`src/rtl/skolem_sweep_pkg.sv`:
```
// Shared types and constants for the Skolem-function sweep controller.
// Holds the FSM state enum, default sizes and the sweep-length helper.
package skolem_sweep_pkg;

    typedef enum logic [1:0] {
        IDLE,
        DRIVE,
        HOLD,
        DONE
    } sweep_state_t;

    localparam int DEF_IN_W   = 8;
    localparam int DEF_SETTLE = 0;

    // Cycles from busy rising to done rising for a full sweep.
    function automatic int unsigned sweep_cycles(
        input int unsigned in_w,
        input int unsigned settle
    );
        return (32'd1 << in_w) * (settle + 32'd1);
    endfunction

endpackage

```
`src/rtl/skolem_sweep_vecgen.sv`:
```
// Vector counter for the sweep: clears to zero, steps by one, flags all-ones.
// Ports: clk, rst_n (async active-low), clear, step in; vec, last out.
module skolem_sweep_vecgen
    import skolem_sweep_pkg::*;
#(
    parameter int IN_W = DEF_IN_W
) (
    input  logic            clk,
    input  logic            rst_n,
    input  logic            clear,
    input  logic            step,
    output logic [IN_W-1:0] vec,
    output logic            last
);

    localparam logic [IN_W-1:0] ONE = 1;

    assign last = &vec;

    always_ff @(posedge clk or negedge rst_n) begin
        if (!rst_n) begin
            vec <= '0;
        end else if (clear) begin
            vec <= '0;
        end else if (step) begin
            vec <= vec + ONE;
        end
    end

endmodule

```
`src/rtl/skolem_sweep_ctrl.sv`:
```
// Exhaustive sweep controller for one combinational Skolem candidate netlist.
// Ports: clk, rst_n, start, abort, cand_out, ic_ok, phi_ok in;
//        vec, busy, done, pass, fail_cnt, first_fail, chk_cnt out.
// Build option SKOLEM_SWEEP_STOP_ON_FAIL_EN: end the sweep at the first failure.
module skolem_sweep_ctrl
    import skolem_sweep_pkg::*;
#(
    parameter int IN_W   = DEF_IN_W,
    parameter int SETTLE = DEF_SETTLE
) (
    input  logic            clk,
    input  logic            rst_n,
    input  logic            start,
    input  logic            abort,
    output logic [IN_W-1:0] vec,
    input  logic            cand_out,
    input  logic            ic_ok,
    input  logic            phi_ok,
    output logic            busy,
    output logic            done,
    output logic            pass,
    output logic [IN_W:0]   fail_cnt,
    output logic [IN_W-1:0] first_fail,
    output logic [IN_W:0]   chk_cnt
);

    localparam logic [IN_W:0] CNT_ONE = 1;

    sweep_state_t state;
    logic [3:0]   hold_cnt;
    logic         accept;
    logic         sample;
    logic         fail;
    logic         stop;
    logic         clear;
    logic         step;
    logic         last;

    // The witness itself is judged by the oracle; it only matters through phi_ok.
    logic         unused_cand;
    assign unused_cand = cand_out;

    always_comb begin
        accept = start & ((state == IDLE) | (state == DONE));
        sample = 1'b0;
        if (state == DRIVE) begin
            sample = (SETTLE == 0);
        end else if (state == HOLD) begin
            sample = (hold_cnt == 4'd1);
        end
        fail = ic_ok & ~phi_ok;
`ifdef SKOLEM_SWEEP_STOP_ON_FAIL_EN
        stop = fail;
`else
        stop = 1'b0;
`endif
        clear = abort | accept;
        // vec freezes on the last vector or on a stopping failure.
        step = ~abort & sample & ~last & ~stop;
    end

    skolem_sweep_vecgen #(
        .IN_W (IN_W)
    ) u_vecgen (
        .clk   (clk),
        .rst_n (rst_n),
        .clear (clear),
        .step  (step),
        .vec   (vec),
        .last  (last)
    );

    always_ff @(posedge clk or negedge rst_n) begin
        if (!rst_n) begin
            state      <= IDLE;
            hold_cnt   <= '0;
            busy       <= 1'b0;
            done       <= 1'b0;
            pass       <= 1'b0;
            fail_cnt   <= '0;
            chk_cnt    <= '0;
            first_fail <= '0;
        end else if (abort) begin
            // Results survive an abort; only the sweep position is dropped.
            state    <= IDLE;
            hold_cnt <= '0;
            busy     <= 1'b0;
            done     <= 1'b0;
            pass     <= 1'b0;
        end else begin
            unique case (state)
                IDLE, DONE: begin
                    if (start) begin
                        state      <= DRIVE;
                        busy       <= 1'b1;
                        done       <= 1'b0;
                        pass       <= 1'b0;
                        fail_cnt   <= '0;
                        chk_cnt    <= '0;
                        first_fail <= '0;
                    end
                end
                DRIVE: begin
                    if (SETTLE != 0) begin
                        state    <= HOLD;
                        hold_cnt <= 4'(SETTLE);
                    end
                end
                HOLD: begin
                    if (hold_cnt != 4'd1) begin
                        hold_cnt <= hold_cnt - 4'd1;
                    end
                end
                default: begin
                    state <= IDLE;
                end
            endcase

            if (sample) begin
                if (fail) begin
                    fail_cnt <= fail_cnt + CNT_ONE;
                    if (fail_cnt == '0) begin
                        first_fail <= vec;
                    end
                end
                if (ic_ok) begin
                    chk_cnt <= chk_cnt + CNT_ONE;
                end
                if (last | stop) begin
                    state <= DONE;
                    busy  <= 1'b0;
                    done  <= 1'b1;
                    pass  <= ~fail & (fail_cnt == '0);
                end else begin
                    state <= DRIVE;
                end
            end
        end
    end

endmodule

```
`config.mk`:
```
export PLATFORM = sky130hd
export DESIGN_NAME = skolem_sweep_ctrl
export DESIGN_NICKNAME = d
export VERILOG_FILES = /design/src/rtl/skolem_sweep_pkg.sv /design/src/rtl/skolem_sweep_vecgen.sv /design/src/rtl/skolem_sweep_ctrl.sv
export SDC_FILE = /design/constraint.sdc
export NUM_CORES = 1
export LEC_CHECK = 0
export BUFFER_PORTS_ARGS = -buffer_cell sky130_fd_sc_hd__buf_2
export CORE_MARGIN = 8
export CORE_UTILIZATION = 45
export DETAILED_ROUTE_END_ITERATION = 12
export PLACE_DENSITY_LB_ADDON = 0.12
export SYNTH_ARGS = -nofsm -noshare
export SYNTH_HDL_FRONTEND = slang
export SYNTH_SLANG_ARGS = --single-unit
```
`constraint.sdc`:
```
create_clock -name clk -period 1.75 [get_ports clk]
set_clock_uncertainty 0.05 [all_clocks]
set_input_delay 0.0875 -clock clk [delete_from_list [all_inputs] [get_ports clk]]
set_output_delay 0.0875 -clock clk [all_outputs]
set_load 0.005 [all_outputs]
```
==> results.md, run 1 <==
CTS:
- TritonCTS built the clock tree.
- The clock root buffer is clkbuf_8.
- Clock tree synthesis inserted a total of 5 buffers.
- CTS saw 43 sinks.
- The clock latency on the worst-skew pair is 0.30 ns.
- The maximum root-to-sink buffer count is 2.
- The H-tree was split into 2 levels.
- The clock edge transition at the registers on the reported setup and hold paths is 0.09 ns.

Die:
- The die width is about 90 um.
- The I/O pin total is 44.
- The die covers slightly below 8000 um^2.
- Row generation in the floorplan step produced 26 rows.
- The initial core utilization is 46.1%.
- The die is 88.1 um tall.
- The core region is 5070 um^2.

Setup path:
- For the worst setup path, the data required time is approximately 1.9 ns.
- The terminus of the critical flop-to-flop path is u_vecgen.vec[4].
- For this design, the slowest cell found on the critical path is or4_4.
- The category of cells accounting for the largest share of critical-path delay is simple AND/OR/NAND/NOR gates.
- The signal on the critical path passes through inv_2 > ha_4 > and4bb_4 > o21ai_4 > or4_4 > a21oi_2.
- The launch point of the worst path is hold_cnt[1].
- In this run the register-to-register setup slack is between 0.008 and 0.009 ns.
- The largest single stage delay on the critical path is around 0.48 ns.
- At the worst endpoint, the arrival time is a little under 2 ns.
- The startpoint identified for the worst register-to-register timing path is hold_cnt[1].
- The kind of start point of the critical path is a flip-flop.
- The class of the most critical setup path is reg2reg.
- Of all nets on the critical path, the largest fanout is 4.
- The worst setup path is captured at a flip-flop.
- The count of buffer and inverter cells on the critical path is 1.
- The number of cells on the worst reg-to-reg path is 6.

STA:
- Setup repair after global routing could not meet its margin everywhere.
- The clock period minus final worst setup slack is around 1.7 ns.
- The number of setup violations in the final report is 0.
- The relative slew slack is roughly two thirds.
- Derived from the worst setup path, the maximum achievable clock frequency is 574 MHz.
- The number of max-slew violations in the final report is 0.
- Dividing the final minimum period by the clock period gives approximately 100%.
- The final setup slack of the worst path is 0.00833 ns.
- For the pin with the worst max-slew slack, the measured transition is 0.518 ns.
- The count of endpoints failing hold in the final timing report was 0.

Route:
- For this block, the routed nets add up to around 6.4 mm of wire.
- The ratio of routed vias to standard cells is 5.56.
- Detailed routing inserted a total of around 2200 vias.
- The detailed router's first-iteration violation count is 95.
- After detailed routing, the average wire length per cell comes to roughly 16 um.
- The final routed DRC violation total is 0.
- The detail route stage leaves a number of antenna-violating nets equal to 0.
- The iteration count of the initial detailed-routing pass is 4.

Pwr:
- The analysis attributes to cell leakage a power of 0.00154 uW.
- Dividing total power by cell area gives a power density of 718 nW/um^2.
- Cell internal power was estimated by the tool at 1660 uW.
- The sequential share of power is a little under half.
- Combinational logic is responsible for 17.1% of the overall power.
- The clock network burns 36.0% of the power.
- The worst-case IR drop observed on VDD is 0.363 mV.
- The analysis attributes to net switching a power of approximately 600 uW.
- The switching power share of the total is 26.8%.

Logic synthesis:
- After synthesis, the netlist uses 50 different library cells.
- When the netlist entered floorplanning its net count stood at 263.
- The synthesized-area fraction occupied by adder cells is 4.28%.
- Synthesis inferred 43 register bits.
- Yosys printed 0 warnings.
- Yosys mapped a number of flops with a built-in enable equal to 0.
- In the synthesized netlist, the number of instances is 248.
- The share of the Yosys chip area taken by registers is 46.0%.
- The leading register cell type out of synthesis is dfrtp_1.
- Counting flops with an async set or reset pin after synthesis yields a share of 100%.
- The area of the mapped netlist is 2340 um^2.
- The mean cell area of the mapped netlist is 9.43 um^2.
- The dominant combinational cell family by area after synthesis is simple AND/OR/NAND/NOR gates.
- The mux share of post-synthesis cell area is 4.76%.
- After Yosys synthesis, and, or, nand and nor cells account for 20.9% of the synthesized area.
- Of the total synthesized cell area, the portion taken by XOR and XNOR cells is 1.12%.
- The synthesized netlist devotes roughly 18% of its cell area to compound gates.

Flow run:
- Across the run, the number of max-cap violations was 0.

Global routing:
- The number of global-route vias before repair was 2076.
- The first global-routing pass estimated 10.3 mm of wire.
- Entering global routing, the biggest net connects 25 pins.
- The number of antenna violations at the first check in global routing came to 0.
- The global routing usage summed across all routing layers is 16.9%.
- The total overflow left after global routing is 0.

Hold path:
- The sink of the worst hold path is hold_cnt[2].
- In this run the worst hold path is classified as in2reg.
- The cell depth of the worst hold path is 2.
- The worst hold path begins at abort.

Placement:
- Detailed placement finished with a half-perimeter wire length of 4.51 mm.
- The worst slack after detailed placement is -0.0440 ns.
- Routability-driven placement finished with a final weighted congestion of 0.825.
- The number of buffer cells added on primary ports is 42.

Cells and area:
- Of the cells placed in the final design, the portion with a size suffix greater than 1 is 34.0%.
- The number of inserted diodes is 0.
- The utilization after layout is 62.4%.
- The number of nets in the layout is 343.
- From synthesis to final layout, the design area changed by 35.4%.

Status:
- The run finished with clean final reports.
-- layer usage --
metal,wire (um),track usage [%],up-vias
li1,-,-,1072
met1,2930,22.4,1075
met2,2940,26.1,58
met3,379,4.13,13
met4,123,5.68,0
met5,0,0,-
-- worst reg2reg max path, stage by stage (launching register included) --
cell and delay [ns]:
dfrtp_1 0.39, inv_2 0.08, ha_4 0.16, and4bb_4 0.31, o21ai_4 0.07, or4_4 0.48
a21oi_2 0.14
-- layout by cell type (no fill, tap or decap), drive strengths merged, types with 4 or more instances in the layout --
cell type | Yosys | final
buf | 2 | 77
dfrtp | 43 | 43
nand2 | 33 | 33
inv | 24 | 24
a21oi | 20 | 20
nand3 | 12 | 12
o21ai | 11 | 11
a31oi | 10 | 10
mux2i | 10 | 10
nor2 | 10 | 10
ha | 8 | 8
and3 | 6 | 6
clkbuf | 3 | 6
nand4 | 5 | 5
or3 | 5 | 5
a41oi | 4 | 4
-- cell families after synthesis --
| kind of cell | after synthesis |
|---|---|
| xor+xnor | 3 |
| compound gates | 63 |
| mux | 11 |
| simple gates | 91 |
| fa+ha+maj | 8 |
| flops | 43 |
| buf+inv | 29 |
-- metrics by stage --
step	total power, uW	hold slack [ns]	std cells	instance area (um^2)	setup TNS (ns)
final	2270	0.128	399	3170	0
after global routing	2380	0.151	399	3170	-0.237
after CTS	2260	0.108	398	3030	0
after detailed placement	1450	0.0394	389	2900	-0.213
after global placement	1440	0.0309	389	2900	0
after floorplan	1250	-0.258	248	2340	0
-- power by group through the flow --
stage / clock network, uW / logic, uW / registers, uW
2_1_floorplan: 0 / 158 / 1090
3_3_place_gp: 0 / 355 / 1080
3_5_place_dp: 0 / 359 / 1090
4_1_cts: 834 / 364 / 1070
5_1_grt: 886 / 426 / 1070
6_report: 818 / 388 / 1070
-- synth_stat cells, drive strengths merged, types with 2 or more instances --
library cell  number  area share [%]
nor2              10             1.6
buf                2            0.43
xor2               2            0.75
nand4              5             1.3
clkbuf             3            0.48
a21oi             20             4.4
a31oi             10             2.7
o211ai             2            0.64
nor3               3            0.86
a211oi             3            0.96
o31ai              2            0.64
a31o               2            0.75
and4               2            0.75
dfrtp             43              46
nand2             33             5.3
and2               2            0.53
nand3             12             2.8
nand2b             2            0.53
o2111ai            2            0.75
and3               6             1.6
and4b              3             1.3
o21ai             11             2.8
mux2i             10             4.3
inv               24             3.9
ha                 8             4.3
a41oi              4             1.5
or3                5             1.3
-- worst max path at each step --
stage | end | slack (ns) | cells after the start
global placement | chk_cnt[1] | 0.009 | 7
finish | u_vecgen.vec[4] | 0.008 | 6
CTS | u_vecgen.vec[4] | 0.007 | 6
detailed placement | chk_cnt[8] | -0.04 | 6
global route | u_vecgen.vec[4] | -0.06 | 7
floorplan | u_vecgen.vec[4] | 0.02 | 6
-- area by class of cell --
type | count | area (um^2)
clock buffer | 6 | 82.6
clock inverter | 2 | 35.0
fill | 440 | 1910
inverter | 24 | 90.1
multi-input combinational | 176 | 1290
sequential | 43 | 1080
tap | 70 | 87.6
timing repair buffer | 78 | 508
-- flip-flops by register name (all words and copies together), names as in the netlist --
name	count
state	2
pass	1
chk_cnt	9
hold_cnt	4
u_vecgen.vec	8
busy	1
first_fail	8
fail_cnt	9
done	1
-- repair_timing --
item | 4_1_cts | 5_1_grt
buffers inserted | 0 | 1
pin swaps | 3 | 9
endpoints found under the hold margin | 19 | 0
resized for setup | 3 | 23
hold buffers | 1 | 0
setup endpoints to repair | 12 | 33
Power figures use the tool's default switching activity.
==> inputs of run 2 (changes only) <==
--- a/config.mk
+++ b/config.mk
@@ -12,4 +12,5 @@
 export PLACE_DENSITY_LB_ADDON = 0.12
 export SYNTH_ARGS = -nofsm -noshare
 export SYNTH_HDL_FRONTEND = slang
+export SYNTH_HIERARCHICAL = 1
 export SYNTH_SLANG_ARGS = --single-unit
==> constraint.sdc (replaced) <==
create_clock -name clk -period 2.2 [get_ports clk]
set_clock_uncertainty 0.05 [all_clocks]
set_input_delay 0.11 -clock clk [delete_from_list [all_inputs] [get_ports clk]]
set_output_delay 0.11 -clock clk [all_outputs]
set_load 0.005 [all_outputs]
==> results.md, run 2 <==
Global routing:
- The total overflow reported by the global router is 0 (unchanged).
- The first-pass GRT wire length came to 8.74 mm (-15%).
- The number of antenna violations at the first check in global routing is 0 (unchanged).
- The largest net degree at the start of global routing is 27 (+8.0%).
- The number of global-route vias before repair is 1874 (-9.7%).
- The global routing usage summed across all routing layers is 14.3% (-2.6 points).

Route:
- The average wire length per cell after detail routing is 14.0 um (-13%).
- The ratio of routed vias to standard cells is 5.27 (-5.2%).
- The routed metal-1 wire length came to 2.34 mm (-20%).
- The post-route antenna net violation count is 0 (unchanged).
- The met2 routed wirelength is 2.45 mm (-17%).
- The iteration count of the initial detailed-routing pass is 4 (unchanged).
- The highest layer touched by signal routing is met4.
- The final wirelength is 5.10 mm (-20%).
- The via count of the routed design is 1924 (-13%).
- The met3 wirelength from detailed routing is 262 um (-31%).
- The final routed DRC violation total came to 0 (unchanged).
- The detailed router's first-iteration violation count is 66 (-31%).

Logic synthesis:
- The distinct cell type count of the synthesized netlist is 50 (unchanged).
- The leading register cell type out of synthesis is dfrtp_1.
- The area of the mapped netlist is 2290 um^2 (-2.2%).
- The register bit total from synthesis came to 43 (unchanged).
- The post-synthesis instance total is 234 (-5.6%).
- The number of warning messages in the yosys log is 6 (+6).
- The fraction of registers with async set/reset is 100% (unchanged).
- By area the synthesized netlist is led by dfrtp_1 47%, nand2_1 4.4%, ha_1 4.4%.
- Of all cell types, the one taking the most synthesized area is dfrtp_1.
- The total nets after synthesis is 249 (-5.3%).
- The mean cell area of the mapped netlist is 9.77 um^2 (+3.7%).
- The share of the synthesized area in the top cell type was 47.0% (+1.0 points).
- The cell with the most instances after synthesis is dfrtp_1.
- Sorting the synthesized cells by how often they occur yields 43 x dfrtp_1, 27 x nand2_1, 19 x nand3_1.
- The portion of the post-synthesis area used by sequential elements is 47.0% (+1.0 points).
- The number of enable-type register cells in the synthesized netlist is 0 (unchanged).

CTS:
- The clock edge transition at the registers on the reported setup and hold paths was 0.09 ns (about the same).
- TritonCTS built the clock tree.
- The number of buffers created by CTS is 5 (unchanged).
- The clock latency on the worst-skew pair came to 0.29 ns (about the same).
- The clock root buffer is clkbuf_8.
- The maximum root-to-sink buffer count came to 2 (unchanged).
- The total number of clock tree sinks was 43 (unchanged).
- The maximum level of the CTS H-tree is 2 (unchanged).

Pwr:
- The worst voltage drop across the vdd grid came to 0.454 mV (+25%).
- The leakage power of the design is 0.00134 uW (-13%).
- The total power consumption of the routed design is 1650 uW (-27%).
- The total power density per cell area came to 586 nW/um^2 (-18%).

Setup path:
- The arrival time reported for the critical path endpoint is 2.25 ns (+0.32 ns).
- The cell at the slowest stage of the critical path is dfrtp_1.
- The count of buffer and inverter cells on the critical path is 2 (+1).
- The category of cells accounting for the largest share of critical-path delay is simple AND/OR/NAND/NOR gates.
- The worst endpoint required time came to 2.38 ns (+0.44 ns).
- The kind of start point of the critical path is a flip-flop.
- The worst setup path is of the reg2reg kind.
- The critical path goes through inv_1 > ha_1 > and4bb_2 > nor2_1 > nor3_1 > buf_4 > nand4_4 > or3_1 > a21oi_2.
- The maximum fanout count along the critical path is 5 (+1).
- The nature of the critical path endpoint is a flip-flop.
- The largest stage delay on the critical path came to 0.39 ns (-0.09 ns).

STA:
- The highest clock frequency the design can meet is 481 MHz (-16%).
- Setup repair after global routing left no endpoint under its margin.
- The final clock period utilization by the worst path is 94.5% (-5.0 points).
- The setup TNS is 0 ns (unchanged).
- The number of setup violations in the final report is 0 (unchanged).
- The number of max-slew violations in the final report is 0 (unchanged).
- The measured slew at the worst slew-check pin is 0.506 ns (-0.0129 ns).
- The count of endpoints failing hold in the final timing report is 0 (unchanged).
- The clock period minus final worst setup slack is 2.08 ns (+0.337 ns).
- The hold slack is 0.0674 ns (-0.0604 ns).
- The relative slew slack is 66.3% (+0.86 points).

Placement:
- The half-perimeter wire length of the detailed placement result is 3.74 mm (-17%).
- The final RePlAce weighted congestion is 0.786 (-4.7%).
- The number of buffer cells added on primary ports is 42 (unchanged).

Die:
- The area of the core is 5010 um^2 (-1.3%).
- The I/O pin total was 44 (unchanged).
- The number of placement rows is 26 (unchanged).
- The die width came to 87.3 um (-0.90%).
- The vertical extent of the die was 87.3 um (-0.90%).
- The initial core utilization was 45.7% (-0.43 points).
- The die footprint is 7620 um^2 (-1.8%).

Hold path:
- The path class of the tightest hold or removal check is in2reg.

Cells and area:
- The largest registers in the layout are chk_cnt: 9 flops, fail_cnt: 9 flops.
- The number of nets in the layout is 309 (-9.9%).
- The fraction of layout cells with a size suffix above 1 was 27.8% (-6.2 points).
- The most frequent standard cell in the layout excluding fill and tap cells is dfrtp_1.
- The number of fillers in the final layout was 495 (+13%).
- Leaving out fill and tap cells, the most frequent cells in the layout are 43 x dfrtp_1, 42 x buf_2, 27 x nand2_1, 19 x nand3_1, 17 x nor2_1.
- The relative area change from synthesis to final layout is 23.4%.
- The number of inserted diodes is 0 (unchanged).

Flow run:
- The max capacitance violation total is 0 (unchanged).

Status:
- The flow ran to the end, and the final reports show no timing, DRC or antenna violations.
==> run 2: changes by cell type in the layout (fill, tap and decap cells not counted), sizes merged, moves of 7 or more <==
cell   change
a21oi     -11
a31oi      -9
o21ai      +9
buf       -18
nor2       +7
nand3      +7
inv       -14
mux2i      -7
==> run 2: repair_timing <==
item | CTS | global route
hold endpoints to repair | 17 | 0
buffers inserted | 0 | 3
endpoints found under the setup margin | 0 | 3
resized for setup | 0 | 1
hold buffers | 1 | 0
==> run 2: where the power goes <==
part	total (uW)	internal [uW]	switching, uW
logic	186	79.5	106
registers	825	808	17.0
clock network	643	368	276
total	1650	1250	399
==> run 2: final timing paths <==
kind	slack [ns]	from	depth (start not counted)	end
max	0.12	hold_cnt[1]	9	u_vecgen/vec[7]
min	0.07	abort	2	state[1]
max reg2reg	0.12	hold_cnt[1]	9	u_vecgen/vec[7]
min reg2reg	0.47	first_fail[6]	2	first_fail[6]
max in group asynchronous	1.17	rst_n	3	chk_cnt[2]
min in group asynchronous	0.23	rst_n	2	fail_cnt[7]
==> run 2: per-stage QoR <==
step	instance area (um^2)	instances	util (%)	worst slack (ns)
floorplan	2290	234	-	0.176
global placement	2670	353	53.3	0.156
detailed placement	2670	353	53.3	0.141
CTS	2800	362	55.8	0.119
global route	2820	365	56.3	0.00229
finish	2820	365	56.3	0.121
==> run 2: layout make-up <==
| cell class | instances | area (um^2) | share of cell area (%) |
|---|---|---|---|
| Timing Repair Buffer | 60 | 360 | 12.8 |
| Clock inverter | 2 | 35.0 | 1.24 |
| Inverter | 10 | 37.5 | 1.33 |
| Multi-Input combinational cell | 174 | 1140 | 40.5 |
| Sequential cell | 43 | 1080 | 38.1 |
| Tap cell | 70 | 87.6 | 3.10 |
| Clock buffer | 6 | 82.6 | 2.93 |
==> run 2: per-layer routing <==
layer,global-route usage (%),up-vias
met5,0,-
met4,4.22,0
met3,3.96,4
met2,24.0,29
met1,17.3,930
li1,-,961
==> run 2: cell families after synthesis <==
| logic type | count (synthesis) | share of synthesized area (%) |
|---|---|---|
| AO/OA/AOI/OAI | 51 | 15.2 |
| AND/OR/NAND/NOR | 102 | 25.0 |
| flip-flops | 43 | 47.0 |
| buffers and inverters | 17 | 3.12 |
| multiplexers | 4 | 1.81 |
| XOR/XNOR | 9 | 3.45 |
| adder cells (fa/ha/maj) | 8 | 4.38 |
==> run 2: worst reg2reg max path: cells and delay by family (launching register included) <==
family / cells / cell delay, ns
simple gates: 5 / 1.00
flops: 1 / 0.39
buf+inv: 2 / 0.26
fa+ha+maj: 1 / 0.18
compound gates: 1 / 0.14
